[src/rtl/fifo_collector.sv]
// fifo_collector: round-robin drain of NUM_NODES node FIFOs into one ordered valid/ready stream
//   clk        rising-edge clock
//   rst_n      asynchronous active-low reset; aborts any transfer and restarts at node 0, addr 0
//   empty      per-node FIFO empty flags (only the current node's flag is looked at)
//   rd_en      per-node read strobe, one-hot or zero; FIFO data appears on rd_data one cycle later
//   rd_data    packed node data, node i at [i*DATA_WIDTH +: DATA_WIDTH]
//   out_valid  out_data/out_addr hold a collected word
//   out_ready  sink accepts the word while out_valid is high
//   out_data   collected word
//   out_addr   sequence index of out_data, which restores the original ROM order
//   all_done   sticky, set on the edge of the final (2**ADDR_WIDTH-th) handshake
module fifo_collector #(
    parameter int NUM_NODES  = 4,
    parameter int NODE_W     = 2,
    parameter int ADDR_WIDTH = 2,
    parameter int DATA_WIDTH = 16
) (
    input  logic                            clk,
    input  logic                            rst_n,
    input  logic [NUM_NODES-1:0]            empty,
    output logic [NUM_NODES-1:0]            rd_en,
    input  logic [NUM_NODES*DATA_WIDTH-1:0] rd_data,
    output logic                            out_valid,
    input  logic                            out_ready,
    output logic [DATA_WIDTH-1:0]           out_data,
    output logic [ADDR_WIDTH-1:0]           out_addr,
    output logic                            all_done
);
    localparam logic [NODE_W-1:0]   LAST  = NODE_W'(NUM_NODES - 1);
    // One extra bit so the word count can reach TOTAL without wrapping to 0
    localparam logic [ADDR_WIDTH:0] TOTAL = {1'b1, {ADDR_WIDTH{1'b0}}};

    typedef enum logic [2:0] {ARB, RD, CAP, OUT, DONE} state_t;

    state_t                state, state_nxt;
    logic [NODE_W-1:0]     cur;
    logic [ADDR_WIDTH:0]   cnt;
    logic [ADDR_WIDTH:0]   cnt_inc;
    logic                  hs;

    assign hs      = out_valid && out_ready;
    assign cnt_inc = cnt + 1'b1;

    // Strict round robin: ARB waits on the current node only, never skipping ahead,
    // so words leave in exactly the order they were written across the nodes.
    always_comb begin
        state_nxt = state;
        rd_en     = '0;
        case (state)
            ARB:  state_nxt = empty[cur] ? ARB : RD;
            RD: begin
                rd_en[cur] = 1'b1;
                state_nxt  = CAP;
            end
            CAP:  state_nxt = OUT;
            OUT:  state_nxt = !hs ? OUT : (cnt_inc == TOTAL) ? DONE : ARB;
            DONE: state_nxt = DONE;
            default: state_nxt = ARB;
        endcase
    end

    always_ff @(posedge clk or negedge rst_n) begin
        if (!rst_n) begin
            state     <= ARB;
            cur       <= '0;
            cnt       <= '0;
            out_valid <= 1'b0;
            out_data  <= '0;
            out_addr  <= '0;
            all_done  <= 1'b0;
        end else begin
            state <= state_nxt;
            // CAP is the cycle after the read strobe, when the FIFO's data is on rd_data
            if (state == CAP) begin
                out_data  <= rd_data[cur*DATA_WIDTH +: DATA_WIDTH];
                out_addr  <= cnt[ADDR_WIDTH-1:0];
                out_valid <= 1'b1;
            end
            if (state == OUT && hs) begin
                out_valid <= 1'b0;
                cnt       <= cnt_inc;
                cur       <= (cur == LAST) ? '0 : cur + 1'b1;
                all_done  <= all_done || (cnt_inc == TOTAL);
            end
        end
    end
endmodule

[config.mk]
export PLATFORM = sky130hd
export DESIGN_NAME = fifo_collector
export DESIGN_NICKNAME = d
export VERILOG_FILES = /design/src/rtl/fifo_collector.sv
export SDC_FILE = /design/constraint.sdc
export NUM_CORES = 1
export LEC_CHECK = 0
export ABC_AREA = 1
export CAP_MARGIN = 20
export CORE_AREA = 2 2 90 83
export CTS_CLUSTER_DIAMETER = 30
export DETAILED_ROUTE_END_ITERATION = 6
export DIE_AREA = 0 0 92 85
export GPL_TIMING_DRIVEN = 0
export PLACE_DENSITY = 0.58
export SYNTH_ARGS = -nofsm -noshare
export SYNTH_HDL_FRONTEND = slang
export SYNTH_SLANG_ARGS = --single-unit
[constraint.sdc]
create_clock -name clk -period 2 [get_ports clk]
set_clock_uncertainty 0.1 [all_clocks]
set_input_delay 0.3 -clock clk [delete_from_list [all_inputs] [get_ports clk]]
set_output_delay 0.3 -clock clk [all_outputs]
set_load 0.03 [all_outputs]
==> flow_metrics.env <==
export IMPL_drv_cap=0
export IMPL_pwr_share_clk=0.108
export IMPL_final_cell_mix="145 x nand2_1, 90 x clkdlybuf4s50_1, 77 x inv_1"
export IMPL_avgSynthCellArea_um2=6.14
export IMPL_finish_net_count=504
export IMPL_arrival_ns=1.51
export IMPL_start_util=0.293
export IMPL_fp_dieW_um=92
export IMPL_synth_top_cell_by_area="dfrtp_1"
export IMPL_clock_sinks=28
export IMPL_crit_start="state[2]"
export IMPL_pwr_share_comb=0.651
export IMPL_cts_max_path_buffers=2
export IMPL_antenna_found_initial=0
export IMPL_p_int_mw=2.17
export IMPL_htreeDepth=1
export IMPL_criticalPathCategory="reg2out"
export IMPL_fill_cells=737
export IMPL_grt_pass1_wl_um=10100
export IMPL_p_sw_mw=2.04
export IMPL_postLayoutCoreUtil=0.462
export IMPL_syn_area_um2=2020
export IMPL_p_leak_nw=1.78
export IMPL_drc_errors=0
export IMPL_rr_startpoint="cur[0]"
export IMPL_syn_inst=329
export IMPL_grt_pass1_vias=2238
export IMPL_slew_violations=0
export IMPL_die_area_um2=7820
export IMPL_worstPathMaxFanout=5
export IMPL_core_area_um2=6890
export IMPL_grt_use_met2=0.287
export IMPL_ant_nets=0
export IMPL_die_h_um=85
export IMPL_power_density_nw_per_um2=1320
export IMPL_worst_slew_pin_slew_ns=0.747
export IMPL_holdWs_ns=0.353
export IMPL_syn_num_nets=406
export IMPL_drt_pass1_iterations=4
export IMPL_vias_per_cell=4.24
export IMPL_antenna_cells=0
export IMPL_seqPwrFrac=0.241
export IMPL_track_usage=0.162
export IMPL_ys_seq_area_frac=0.347
export IMPL_met1_usage=0.192
export IMPL_cts_made_buffers=3
export IMPL_synth_top_area_frac=0.347
export IMPL_synth_seq_cells=28
export IMPL_synth_warnings=0
export IMPL_final_setup_viol_count=0
export IMPL_met3_usage=0.0560
export IMPL_crit_required_ns=1.60
export IMPL_relSlewSlack=0.500
export IMPL_grt_max_degree=21
export IMPL_drive_gt1_frac=0.0634
export IMPL_netSwitchingFraction=0.484
export IMPL_routed_wl_um=5930
export IMPL_outcome="finished, final reports clean"
export IMPL_layout_min_cycle_time_ns=1.91
export IMPL_clk_latency_ns=0.28
export IMPL_yosys_top_cells_area="dfrtp_1 35%, nand2_1 27%, inv_1 14%"
export IMPL_cts_hold_buf=0
export IMPL_yosysUniqueCellTypes=17
export IMPL_routedWlPerCell_um=11.4
export IMPL_cts_tree="built"
export IMPL_synthToLayoutAreaGrowth_pct=57.6
export IMPL_fmax_ghz=0.523
export IMPL_num_io_pins=95
export IMPL_period_share=0.956
export IMPL_drt_iter0_markers=48
export IMPL_busiest_layer="met2"
export IMPL_worst_ir_drop_vdd_mv=0.465
export IMPL_numPortBuffers=94
export IMPL_dpl_hpwl_um=4470
export IMPL_layout_commonest_cell="nand2_1"
export IMPL_cp_end_kind="output port"
export IMPL_ctsRootBufferMaster="clkbuf_8"
export IMPL_overflow=0
export IMPL_hp_class="in2async"
export IMPL_p_total_mw=4.21
export IMPL_tns_ns=0
export IMPL_finalHoldViolations=0
export IMPL_rows=29
export IMPL_setup_worst_path_start_class="register"
export IMPL_vias=2200
export IMPL_clk_pin_slew_ns=0.10
export IMPL_routabilityCongestion=0.809
==> power by group through the flow <==
stage	clock [mW]	sequential [mW]	combinational (mW)
after floorplan	0	1.36	1.40
after global placement	0	1.02	2.71
after detailed placement	0	1.02	2.75
after CTS	0.473	1.02	2.76
after global routing	0.494	1.05	3.09
final	0.453	1.02	2.74
==> per-layer routing <==
metal / vias up / part of all wire / routed length, um
li1: 1147 / - / -
met1: 967 / 0.44 / 2610
met2: 82 / 0.46 / 2720
met3: 4 / 0.093 / 552
met4: 0 / 0.0079 / 47
met5: - / 0 / 0
==> kinds of logic after synthesis <==
kind of cell	Yosys count	share of synthesized area
fa+ha+maj	6	0.0372
flops	28	0.347
buf+inv	93	0.193
xor+xnor	2	0.00867
simple gates	194	0.398
compound gates	6	0.0167
==> path summary, 6_finish.rpt <==
path / endpoint / slack, ns / depth (start not counted)
setup / recovery: rd_en[3] / 0.09 / 4
hold / removal: out_data[0] / 0.35 / 1
min in group clk: all_done / 0.37 / 2
hold reg to reg: all_done / 0.37 / 2
setup reg to reg: out_data[7] / 0.57 / 7
max in group asynchronous: out_data[7] / 0.91 / 2
==> layout make-up <==
class | instances | area (um2) | area share
buffer | 11 | 83.8 | 0.0263
clock buffer | 3 | 41.3 | 0.0130
clock inverter | 1 | 30.0 | 0.00943
inverter | 80 | 325 | 0.102
multi-input combinational | 208 | 930 | 0.292
sequential | 28 | 701 | 0.220
tap | 93 | 116 | 0.0365
timing repair buffer | 95 | 958 | 0.301
==> critical path: stages (launching register included) <==
cell and delay [ns]:
dfrtp_1 0.41, inv_1 0.11, nand3_1 0.18, nor2_1 0.15
clkdlybuf4s15_1 0.38
==> per-stage QoR <==
step | cell area (um2) | setup WS, ns | instances
final | 3190 | 0.0871 | 519
after global routing | 3190 | -0.000524 | 519
after CTS | 3170 | 0.0391 | 519
after detailed placement | 3110 | -0.422 | 517
after global placement | 3080 | -0.418 | 516
after floorplan | 2020 | 0.193 | 329
==> synth_stat cells <==
cell type	number
xor2_1	2
o21ai_0	5
nand3_2	1
nor2_4	2
nor3_1	1
buf_6	2
ha_1	6
dfrtp_1	28
nor2_1	4
nand2_1	145
inv_1	77
buf_4	5
nand2_2	1
buf_2	6
inv_2	3
nand3_1	40
o21ai_2	1
==> repair_timing <==
item	in CTS	in global routing
setup buffers	0	0
gates resized for setup	25	6
setup endpoints to repair	4	4
==> sequential cells by signal (all words and copies together) (netlist names) <==
signal,count
cnt,3
out_data,16
state,3
all_done,1
out_valid,1
cur,2
out_addr,2
No activity file was read; power rests on OpenSTA's default activity.
